File: config.mk
export PLATFORM = sky130hd
export DESIGN_NAME = instruction_sequencer
export DESIGN_NICKNAME = d
export VERILOG_FILES = /design/src/rtl/instruction_sequencer.sv
export SDC_FILE = /design/constraint.sdc
export NUM_CORES = 1
export LEC_CHECK = 0
export ABC_AREA = 1
export CAP_MARGIN = 5
export CELL_PAD_IN_SITES_DETAIL_PLACEMENT = 1
export CELL_PAD_IN_SITES_GLOBAL_PLACEMENT = 1
export CORE_MARGIN = 3
export CORE_UTILIZATION = 53
export DETAILED_ROUTE_END_ITERATION = 10
export HOLD_SLACK_MARGIN = 0.1
export PLACE_DENSITY = 0.88
export REMOVE_ABC_BUFFERS = 1
export SLEW_MARGIN = 30
export SYNTH_ARGS = -nofsm -noshare
export SYNTH_HDL_FRONTEND = slang
export SYNTH_SLANG_ARGS = --single-unit
File: constraint.sdc
create_clock -name clock -period 4.3 [get_ports clock]
set_input_delay 0.645 -clock clock [delete_from_list [all_inputs] [get_ports clock]]
set_output_delay 0.645 -clock clock [all_outputs]
set_load 0.05 [all_outputs]
File: src/rtl/instruction_sequencer.sv
// Instruction sequencer: 16-word program store that steps a processor
// through words 0..end, holding each for its opcode-dependent length.
module instruction_sequencer (
    input  logic        clock,
    input  logic        resetn,
    input  logic        load_en,
    input  logic [3:0]  load_addr,
    input  logic [15:0] load_data,
    input  logic        start,
    input  logic [3:0]  end_addr,
    input  logic        abort,
    output logic [15:0] iin,
    output logic        proc_resetn,
    output logic [3:0]  pc,
    output logic        busy,
    output logic        done,
    output logic        err
);

    typedef enum logic [1:0] {
        IDLE = 2'd0,
        EXEC = 2'd1,
        DONE = 2'd2
    } state_t;

    state_t      state_q, state_d;
    logic [3:0]  pc_q, pc_d;
    logic [3:0]  end_q, end_d;
    logic [1:0]  cyc_q, cyc_d;
    logic        err_q, err_d;
    logic        illegal;
    logic [1:0]  last_cyc;
    logic [15:0] mem [16];

    // Program store: writable only while idle, never reset.
    always_ff @(posedge clock) begin
        if (load_en && state_q == IDLE) begin
            mem[load_addr] <= load_data;
        end
    end

    // Current word and its decoded length (add/sub 4 cycles, others 2).
    always_comb begin
        iin      = mem[pc_q];
        illegal  = iin[15];
        last_cyc = (!iin[15] && iin[14]) ? 2'd3 : 2'd1;
    end

    // Next-state logic; abort outranks instruction completion.
    always_comb begin
        state_d = state_q;
        pc_d    = pc_q;
        end_d   = end_q;
        cyc_d   = cyc_q;
        err_d   = err_q;
        unique case (state_q)
            IDLE: begin
                if (start && !load_en && !abort) begin
                    state_d = EXEC;
                    pc_d    = 4'd0;
                    cyc_d   = 2'd0;
                    end_d   = end_addr;
                    err_d   = 1'b0;
                end
            end
            EXEC: begin
                err_d = err_q | illegal;
                if (abort) begin
                    state_d = IDLE;
                end else if (cyc_q == last_cyc) begin
                    if (pc_q == end_q) begin
                        state_d = DONE;
                    end else begin
                        pc_d  = pc_q + 4'd1;
                        cyc_d = 2'd0;
                    end
                end else begin
                    cyc_d = cyc_q + 2'd1;
                end
            end
            DONE: begin
                state_d = IDLE;
            end
            default: begin
                state_d = IDLE;
            end
        endcase
    end

    // State registers.
    always_ff @(posedge clock or negedge resetn) begin
        if (!resetn) begin
            state_q <= IDLE;
            pc_q    <= 4'd0;
            end_q   <= 4'd0;
            cyc_q   <= 2'd0;
            err_q   <= 1'b0;
        end else begin
            state_q <= state_d;
            pc_q    <= pc_d;
            end_q   <= end_d;
            cyc_q   <= cyc_d;
            err_q   <= err_d;
        end
    end

    // Outputs decoded from registered state; err shows an illegal
    // word already during its first EXEC cycle.
    always_comb begin
        pc          = pc_q;
        busy        = (state_q == EXEC);
        done        = (state_q == DONE);
        proc_resetn = (state_q != IDLE);
        err         = err_q | ((state_q == EXEC) & illegal);
    end

endmodule

### Word-level counts from Yosys, hierarchy flattened

Memories as Yosys holds them, arrays and structs flattened.
Index checks and enable logic that the tools add are counted.

* register bits after elaboration: 13
* RAM bits: 256
* output and inout port bits: 24
* logic and storage cells: 57
* memories kept: 1

Memory list
* mem: words 16, width 16, rd ports 1, clocked after Yosys merged registers in 0, wr ports 1, line 33 `logic [15:0] mem [16];`

* add/sub/neg operators: 2
* eq/ne operators: 11
* muxes and demuxes: 20
* bitwise gates (word level): 3
* reduce and logical (&&, ||, !) cells: 15

Operators with widths (count)
* $mux W2: 9
* $mux W4: 4
* $pmux W2 S2: 2
* $pmux W4 S2: 1
* $ne A3 B2 Y1 const B: 2
* $reduce_and A5 Y1: 1
* $add A4 B1 Y4 const B: 1
* $eq A4 B4 Y1: 1
* $logic_and A1 B1 Y1: 4
* $ne A2 B1 Y1 const B: 2
* $ne A2 B2 Y1 const B: 2
* $reduce_and A2 Y1: 2
* $reduce_and A4 Y1: 1
* $reduce_bool A2 Y1: 2
* $logic_not A1 Y1: 3
* $mux W1: 3
* $ne A3 B3 Y1 const B: 1
* $reduce_and A3 Y1: 1
* $add A2 B1 Y2 const B: 1
* $eq A2 B1 Y1 const B: 1
* $eq A2 B2 Y1: 1
* $eq A2 B2 Y1 const B: 1
* $logic_not A2 Y1: 1
* $or A1 B1 Y1: 2
* 2 further kinds: 2

### Depth between registers and ports, before layout

Gate-level depths: netlist of run 1.
An unclocked memory read counts as a cell.

* depth in word-level cells: 8
* mapped depth: 17

### Least setup slack after synthesis of run 1

OpenSTA, ideal clock, no wires.

* path type: reg-to-output
* from: register pc_q[0], in the netlist pc[0]
* to: output port iin[0]
* arrival time: 2064 ps
* required time: 3655 ps
* path slack: 1591 ps
* cell stages (with the launch flop): 9
* buffers on the path: 4
* path through: dfrtp_1 -> buf_6 -> buf_6 -> buf_2 -> clkbuf_1 -> nor2_1 -> o221ai_1 -> nand3_1 -> nand2_1

* longest elaborated chain between the ends: 1

Ends and longest elaborated chain
* start: declaration: line 27 `logic [3:0] pc_q, pc_d;`
* start signal: assignment: line 100 `pc_q <= pc_d;`
* $mem_v2 Z16 W16
* end: declaration: line 12 `output logic [15:0] iin,`

Every way passes these cells.

### Final worst setup path of run 1

* from: register pc_q[0], in the netlist pc[0]
* to: output port iin[2]

The elaborated chain is that of the path after synthesis.

==> impl_metrics.env, run 1 <==
export IMPL_outcome="completed"
export IMPL_antenna_found_initial=0
export IMPL_p_per_area_nw_per_um2=506
export IMPL_final_hold_violation_count=0
export IMPL_grt_max_degree=135
export IMPL_syn_inst=841
export IMPL_max_cap_violations=0
export IMPL_drt_first_pass_iters=5
export IMPL_mostFrequentLayoutCells="edfxtp_1 (256), nor2_1 (128), o21ai_0 (111)"
export IMPL_fin_crit_sh_pct=93.1
export IMPL_wl_per_cell_um=27.2
export IMPL_layout_cells_most_common="edfxtp_1"
export IMPL_fp_dieH_um=149
export IMPL_critPathLaunchType="flip-flop"
export IMPL_finalPower_w=0.00638
export IMPL_worstMarginPinSlew_ns=0.897
export IMPL_clock_sinks=269
export IMPL_cts_setup_buffers=0
export IMPL_crit_path_end_kind="output port"
export IMPL_rsz0062_at_grt="false"
export IMPL_cts_root_buffer="clkbuf_16"
export IMPL_slew_violations=0
export IMPL_area_growth_pct=16.5
export IMPL_drive_above_1_share_pct=11.4
export IMPL_cts_tree="built"
export IMPL_worstSkewPairLatency_ns=0.54
export IMPL_grt_pass1_vias=8125
export IMPL_diodes=0
export IMPL_hold_start="end_q[2]"
export IMPL_fmax_ghz=0.250
export IMPL_cts_hold_buffers=0
export IMPL_regToRegStartpoint="pc[0]"
export IMPL_portBuffers=52
export IMPL_grt_pass1_wl_mm=48.6
export IMPL_wl_mm=32.2
export IMPL_num_vias=7598
export IMPL_setup_viol=0
export IMPL_crit_path_start="pc[0]"
export IMPL_power_leakage_nw=4.37
export IMPL_grt_use_total_pct=29.1
export IMPL_ctsHtreeMaxLevel=1
export IMPL_clockBufferDepth=3
export IMPL_gr_total_overflow=0
export IMPL_gr_usage_met1_pct=36.8
export IMPL_chipWidth_um=149
export IMPL_place_area_um2=11700
export IMPL_max_slew_margin_pct=39.8
export IMPL_placementRows=51
export IMPL_use_met2_pct=50.2
export IMPL_core_area_um2=19800
export IMPL_netlist_cell_type_count=29
export IMPL_post_route_min_period_ns=4.00
export IMPL_syn_avg_cell_area_um2=12.9
export IMPL_worst_hold_path_type="reg -> reg"
export IMPL_ys_ff_latch=269
export IMPL_grt_busiest_layer="met2"
export IMPL_stdcell_area_um2=12600
export IMPL_route_detailed_drc=0
export IMPL_final_nets=926
export IMPL_hpwl_mm=17.4
export IMPL_numCtsBuffers=28
export IMPL_cp_max_fo=56
export IMPL_num_io_pins=53
export IMPL_drt_iter0_drc=966
export IMPL_place_congestion=0.770
export IMPL_clkSlewWorstSetupHoldPaths_ns=0.06
export IMPL_ys_seq_area_share_pct=73.9
export IMPL_met3_usage_pct=4.98
export IMPL_critPathRequiredTime_ns=3.65
export IMPL_post_cts_resized=0
export IMPL_drtAntennaViolNets=0
export IMPL_initial_utilization_pct=54.8
export IMPL_ir_drop_mv=0.349
export IMPL_via_per_inst=6.42
export IMPL_die_area_um2=22200
export IMPL_ys_warn_count=0
export IMPL_fill_cells=1918
export IMPL_path_class="reg -> out"
export IMPL_syn_area_um2=10800
export IMPL_arrival_ns=3.36
export IMPL_fin_skew_ns=0.0186
export IMPL_hold_ws_ns=0.511
state kept, by name (all words and copies together), names as in the netlist:
register,cells
cyc_q,2
end_q,4
err_q,1
mem,256
pc,4
state_q,2
power by group:
group	switching (W)	internal (W)	total, W
clock network	0.00100	0.00146	0.00247
logic	0.000701	0.000272	0.000973
registers	0.0000245	0.00292	0.00294
total	0.00173	0.00465	0.00638
Yosys cell counts:
cell type	number	area (um2)
a21oi_1	3	15.0
buf_1	2	7.51
buf_2	14	70.1
buf_4	3	22.5
buf_6	5	56.3
clkbuf_1	28	105
clkinv_1	1	3.75
dfrtp_1	13	325
edfxtp_1	256	7690
ha_1	1	12.5
inv_1	31	116
inv_2	4	15.0
inv_4	1	6.26
nand2_1	86	323
nand2_2	6	37.5
nand2_4	2	22.5
nand3_1	40	200
nand3_2	5	50.1
nand4_1	1	6.26
nand4_2	1	12.5
nor2_1	144	541
nor2_4	1	11.3
o211ai_1	15	113
o21ai_0	111	556
o21ai_1	6	30.0
o221ai_1	41	359
o22ai_1	15	93.8
xnor2_1	1	8.76
xor2_1	4	35.0
per-stage QoR:
| step | worst slack (ns) | utilization [%] | std cells | setup TNS (ns) |
|---|---|---|---|---|
| finish | 0.295 | 63.8 | 1183 | 0 |
| global route | 0.156 | 63.8 | 1183 | 0 |
| CTS | 0.292 | 63.8 | 1183 | 0 |
| detailed placement | 0.923 | 59.1 | 1131 | 0 |
| global placement | 0.992 | 59.1 | 1131 | 0 |
| floorplan | -0.975 | - | 789 | -15.54 |
critical path, stage by stage, from the launching register on:
cell,delay [ns]
dfrtp_4,0.50
inv_4,0.44
buf_4,0.37
o21ai_0,0.18
o221ai_1,0.25
nand3_1,0.13
nand2_1,0.11
clkdlybuf4s50_1,0.83
path summary, 6_finish.rpt:
kind                            cells past startpoint  endpoint  slack, ns
worst min-delay path                                2  end_q[2]       0.51
worst min register to register                      2  end_q[2]       0.51
max in group asynchronous                           1     pc[0]       3.26
worst max-delay path                                7    iin[2]       0.30
min in group asynchronous                           1  end_q[2]       0.53
worst max register to register                     15     pc[3]       1.71
cells by family (layout without fill, tap and decap cells):
logic type                 Yosys count  count (layout)  synth area share [%]
DFF                                269             269                  73.9
xor gates and xnor gates             5               5                 0.404
and+or+nand+nor                    286             286                  11.1
buffers and inverters               89             166                  3.72
adders and majority gates            1               1                 0.115
AOI/OAI and AO/OA                  191             191                  10.8
area by class of cell:
cell class / instances / area (um2) / area share, %
multi-input cells: 483 / 2470 / 19.5
flip-flops and latches: 269 / 8020 / 63.5
clock buffers: 39 / 793 / 6.28
inverters: 37 / 141 / 1.12
well taps: 265 / 332 / 2.63
repair buffers: 77 / 733 / 5.81
clock inverters: 13 / 141 / 1.12
routing by layer:
metal	share of wire [%]	wire length (um)	vias to the layer above
met5	0	0	-
met4	4.4	1410	0
met3	7.9	2540	114
met2	51	16400	424
met1	37	11900	3865
li1	-	-	3195
(Power assumes the default switching activity.)
==> run 2: changes to the inputs <==
- PLACE_DENSITY: 0.88 -> 0.82
==> run 2 against run 1 <==
  * Sequential share of layout area increased by 0.11 points
  * Combinational power decreased by 2.2%
  * Setup slack got worse by 0.046 ns
  * Non-clock buffer count increased by 1
  * Flip-flop and latch count unchanged
  * Cell area decreased by 0.17%
  * Highest routed layer unchanged
==> impl_metrics.env, run 2 (synthesis results as in run 1) <==
export IMPL_outcome="completed"
export IMPL_regMostFlops="mem"
export IMPL_chipWidth_um=149
export IMPL_critPathRequiredTime_ns=3.65
export IMPL_critPathLaunchType="flip-flop"
export IMPL_drt_iter0_drc=668
export IMPL_setup_viol=0
export IMPL_route_detailed_drc=0
export IMPL_post_route_min_period_ns=4.05
export IMPL_final_nets=927
export IMPL_initial_utilization_pct=54.8
export IMPL_worstSkewPairLatency_ns=0.54
export IMPL_gr_total_overflow=0
export IMPL_p_per_area_nw_per_um2=499
export IMPL_cts_root_buffer="clkbuf_16"
export IMPL_cts_hold_buffers=0
export IMPL_fill_cells=1909
export IMPL_use_met2_pct=47.5
export IMPL_final_hold_violation_count=0
export IMPL_mostFrequentLayoutCells="edfxtp_1 (256), nor2_1 (128), o21ai_0 (111)"
export IMPL_via_per_inst=6.13
export IMPL_multiInputGateArea_um2=2470
export IMPL_post_place_ws_ns=0.857
export IMPL_rsz0062_at_grt="false"
export IMPL_ctsHtreeMaxLevel=1
export IMPL_grt_use_total_pct=27.2
export IMPL_num_vias=7260
export IMPL_grt_busiest_layer="met2"
export IMPL_ir_drop_mv=0.377
export IMPL_die_area_um2=22200
export IMPL_max_slew_margin_pct=47.3
export IMPL_cts_setup_buffers=0
export IMPL_worstMarginPinSlew_ns=0.790
export IMPL_arrival_ns=3.41
export IMPL_power_leakage_nw=4.35
export IMPL_wl_mm=29.9
export IMPL_area_growth_pct=16.3
export IMPL_clkSlewWorstSetupHoldPaths_ns=0.06
export IMPL_cp_max_fo=67
export IMPL_fp_dieH_um=149
export IMPL_largest_reg_flops=256
export IMPL_antenna_found_initial=0
export IMPL_crit_path_end_kind="output port"
export IMPL_wl_per_cell_um=25.2
export IMPL_num_io_pins=53
export IMPL_worst_hold_path_type="reg -> reg"
export IMPL_max_cap_violations=0
export IMPL_drtAntennaViolNets=0
export IMPL_numCtsBuffers=28
export IMPL_grt_max_degree=135
export IMPL_drt_first_pass_iters=5
export IMPL_slew_violations=0
export IMPL_post_cts_resized=0
export IMPL_clockBufferDepth=3
export IMPL_diodes=0
export IMPL_finalPower_w=0.00629
export IMPL_fin_skew_ns=0.0138
export IMPL_place_congestion=0.778
export IMPL_place_area_um2=11700
export IMPL_seq_area_um2=8020
export IMPL_core_area_um2=19800
export IMPL_setup_ws_ns=0.250
export IMPL_gr_usage_met1_pct=35.5
export IMPL_path_class="reg -> out"
export IMPL_portBuffers=52
export IMPL_grt_pass1_vias=7695
export IMPL_grt_pass1_wl_mm=45.4
export IMPL_drive_above_1_share_pct=11.3
export IMPL_finalSetupTns_ns=0
export IMPL_clock_sinks=269
export IMPL_cts_tree="built"
export IMPL_stdcell_area_um2=12600
export IMPL_met3_usage_pct=4.07
export IMPL_fin_crit_sh_pct=94.2
export IMPL_placementRows=51
export IMPL_hpwl_mm=16.2
export IMPL_layout_cells_most_common="edfxtp_1"
export IMPL_fmax_ghz=0.247
[run 2: critical path, cell delays in order, from the launching register on]
cell	delay [ns]
dfrtp_4	0.50
inv_4	0.50
buf_4	0.39
o21ai_0	0.14
o221ai_1	0.23
o211ai_1	0.13
nand2_1	0.10
clkdlybuf4s50_1	0.82
[run 2: path summary, 6_finish.rpt]
path / depth (start not counted) / start / endpoint / slack, ns
min reg2reg: 2 / end_q[3] / end_q[3] / 0.51
min: 2 / end_q[3] / end_q[3] / 0.51
min in group asynchronous: 1 / resetn / cyc_q[1] / 0.52
max in group asynchronous: 1 / resetn / pc[0] / 3.30
max reg2reg: 14 / pc[0] / pc[2] / 1.96
max: 7 / pc[0] / iin[11] / 0.25
[run 2: routing by layer]
metal,wire [um],vias to the layer above
met5,0,-
li1,-,3196
met3,1750,66
met4,942,0
met1,11900,3733
met2,15200,265
[run 2: cell type report]
class	count	area share, %
timing repair buffer	78	5.78
inverter	37	1.12
clock inverter	21	1.64
clock buffer	31	5.65
sequential	269	63.6
tap	265	2.63
multi-input combinational	483	19.6
[run 2: power breakdown]
group          leakage (nW)  switching [W]  internal (W)  total (W)
logic                  1.43       0.000684      0.000268   0.000952
registers              2.48      0.0000238       0.00292    0.00294
clock network         0.447       0.000965       0.00143    0.00239
total                  4.35        0.00167       0.00461    0.00629
[run 2: metrics by stage]
| stage | hold slack [ns] | util, % | std cells |
|---|---|---|---|
| after floorplan | 0.349 | - | 789 |
| after global placement | 0.483 | 59.1 | 1132 |
| after detailed placement | 0.494 | 59.1 | 1132 |
| after CTS | 0.516 | 63.7 | 1184 |
| after global routing | 0.540 | 63.7 | 1184 |
| final | 0.509 | 63.7 | 1184 |
==> run 3: changes to the inputs <==
- CORE_UTILIZATION: 53 -> 56
- DONT_BUFFER_PORTS: not set -> 1
- SLEW_MARGIN: 30 -> 20
==> run 3 against run 2 <==
  * Wire length shrank 0.99%
  * First-iteration DRC count up 9.0%
  * Utilization decreased by 0.20 points
  * Combinational power is 14% lower
  * Clock skew down 0.00096 ns
  * Critical path type unchanged
  * Global-route usage up 0.75 points
  * Fmax up 14%
  * Count of clock-buffer cells in the layout is 5 higher
  * Critical path depth down 1
  * Cell area down 4.8%
  * Flip-flop and latch count unchanged
  * Largest power group unchanged
==> impl_metrics.env, run 3 (synthesis results as in run 1) <==
export IMPL_outcome="completed"
export IMPL_post_route_min_period_ns=3.55
export IMPL_drtAntennaViolNets=0
export IMPL_slew_violations=0
export IMPL_critPathMaxStageDelay_ns=0.50
export IMPL_max_cap_violations=0
export IMPL_mostFrequentLayoutCells="edfxtp_1 (256), nor2_1 (128), o21ai_0 (111)"
export IMPL_worstSkewPairLatency_ns=0.55
export IMPL_final_core_util_pct=63.5
export IMPL_path_class="reg -> out"
export IMPL_path_cells="inv_4, buf_12, o21ai_0, o22ai_1, o211ai_1, nand2_1"
export IMPL_post_cts_resized=0
export IMPL_gr_usage_met1_pct=34.8
export IMPL_setup_viol=0
export IMPL_placementRows=50
export IMPL_fin_crit_sh_pct=82.6
export IMPL_use_met2_pct=50.0
export IMPL_worst_hold_path_type="in -> reg"
export IMPL_met3_usage_pct=4.25
export IMPL_fin_skew_ns=0.0128
export IMPL_chipWidth_um=145
export IMPL_seqPwrFrac_pct=48.7
export IMPL_final_nets=869
export IMPL_combPwrFrac_pct=13.5
export IMPL_regToRegStartpoint="pc[0]"
export IMPL_cts_root_buffer="clkbuf_16"
export IMPL_numCtsBuffers=28
export IMPL_drive_above_1_share_pct=11.1
export IMPL_largest_reg_flops=256
export IMPL_rsz0062_at_grt="false"
export IMPL_hold_start="abort"
export IMPL_finalPower_w=0.00604
export IMPL_ctsHtreeMaxLevel=1
export IMPL_p_sw_w=0.00164
export IMPL_drt_first_pass_iters=5
export IMPL_power_leakage_nw=4.10
export IMPL_hold_ws_ns=0.165
export IMPL_reg2reg_slack_ns=1.41
export IMPL_initial_utilization_pct=57.4
export IMPL_critPathLaunchType="flip-flop"
export IMPL_regMostFlops="mem"
export IMPL_place_congestion=0.782
export IMPL_final_hold_violation_count=0
export IMPL_grt_max_degree=135
export IMPL_layout_cells_most_common="edfxtp_1"
export IMPL_crit_path_start="pc[0]"
export IMPL_grt_pass1_vias=7591
export IMPL_layout_cells_non_filler=1117
export IMPL_netSwitchingFraction_pct=27.1
export IMPL_route_detailed_drc=0
export IMPL_antenna_found_initial=0
export IMPL_die_area_um2=21100
export IMPL_rr_endpoint="pc[0]"
export IMPL_worstMarginPinSlew_ns=0.883
export IMPL_gr_total_overflow=0
export IMPL_fill_cells=1843
export IMPL_fp_dieH_um=145
export IMPL_clock_sinks=269
export IMPL_num_io_pins=53
export IMPL_critPathRequiredTime_ns=3.65
export IMPL_grt_busiest_layer="met2"
export IMPL_slowest_stage="dfrtp_4"
export IMPL_num_vias=7036
export IMPL_cts_tree="built"
export IMPL_via_per_inst=6.30
export IMPL_crit_path_end_kind="output port"
export IMPL_clockPowerShare_pct=37.8
export IMPL_clockBufferDepth=3
export IMPL_hpwl_mm=15.8
export IMPL_p_per_area_nw_per_um2=503
export IMPL_wl_mm=29.6
export IMPL_core_area_um2=18900
export IMPL_drt_iter0_drc=728
export IMPL_rr_worst_depth=15
export IMPL_ir_drop_mv=0.364
export IMPL_portBuffers=0
export IMPL_fmax_ghz=0.282
export IMPL_area_growth_pct=10.7
export IMPL_endpoint="iin[5]"
export IMPL_dpl_cell_count=1068
export IMPL_grt_pass1_wl_mm=45.1
export IMPL_wl_per_cell_um=26.5
export IMPL_arrival_ns=2.91
export IMPL_grt_use_total_pct=28.0
export IMPL_clkSlewWorstSetupHoldPaths_ns=0.06
export IMPL_internal_power_w=0.00440
export IMPL_diodes=0
export IMPL_max_slew_margin_pct=40.9
export IMPL_cp_max_fo=80
-- run 3: changes by cell type in the layout (fill, tap and decap cells not counted) --
cell | before | now
dlygate4sd3_1 | 0 | 1
buf_4 | 25 | 17
clkbuf_1 | 3 | 8
clkdlybuf4s50_1 | 52 | 0
nor2_4 | 1 | 5
nor2_2 | 16 | 12
buf_12 | 1 | 2
bufinv_16 | 4 | 2
clkinv_1 | 11 | 4
-- run 3: area by class of cell --
| type | count | area (um2) | share of cell area [%] |
|---|---|---|---|
| sequential | 269 | 8020 | 66.8 |
| multi-input combinational | 483 | 2490 | 20.7 |
| timing repair buffer | 20 | 178 | 1.48 |
| clock buffer | 36 | 731 | 6.09 |
| clock inverter | 12 | 120 | 1.00 |
| tap | 260 | 325 | 2.71 |
| inverter | 37 | 141 | 1.18 |
-- run 3: worst max-delay path: cells and delay by family, from the launching register on --
family          cells  cell delay (ns)
flops               1             0.50
simple gates        1             0.41
compound gates      3             0.63
buf+inv             2             0.77
-- run 3: how the worst min path moves through the flow --
stage | depth (start not counted) | to | slack [ns]
3_3_place_gp | 0 | end_q[0] | 0.35
2_1_floorplan | 0 | cyc_q[0] | 0.35
5_1_grt | 1 | state_q[1] | 0.16
3_5_place_dp | 0 | end_q[2] | 0.35
6_report | 1 | state_q[1] | 0.16
4_1_cts | 1 | state_q[1] | 0.15
-- run 3: layer usage --
layer	routed length [um]	share of wire [%]
met5	0	0
met3	1880	6.3
met2	15500	52
met4	1060	3.6
met1	11200	38
-- run 3: stage by stage --
| step | TNS, ns | setup WS (ns) | instance area, um2 |
|---|---|---|---|
| final | 0 | 0.750 | 12000 |
| after global placement | 0 | 1.45 | 11100 |
| after global routing | 0 | 0.576 | 12000 |
| after CTS | 0 | 0.727 | 12000 |
| after floorplan | -15.54 | -0.975 | 10600 |
| after detailed placement | 0 | 1.33 | 11100 |
-- run 3: power by group through the flow --
stage / registers [W] / logic, W / clock network (W)
after CTS: 0.00294 / 0.000813 / 0.00231
after detailed placement: 0.00300 / 0.000796 / 0
final: 0.00294 / 0.000814 / 0.00228
after global placement: 0.00299 / 0.000743 / 0
after floorplan: 0.00306 / 0.000520 / 0
after global routing: 0.00294 / 0.000886 / 0.00241
-- run 3: timing repair --
action | CTS | global route
hold buffers | 1 | 0
setup endpoints to repair | 0 | 0
buffers inserted | 0 | 0
hold endpoints to repair | 13 | 0
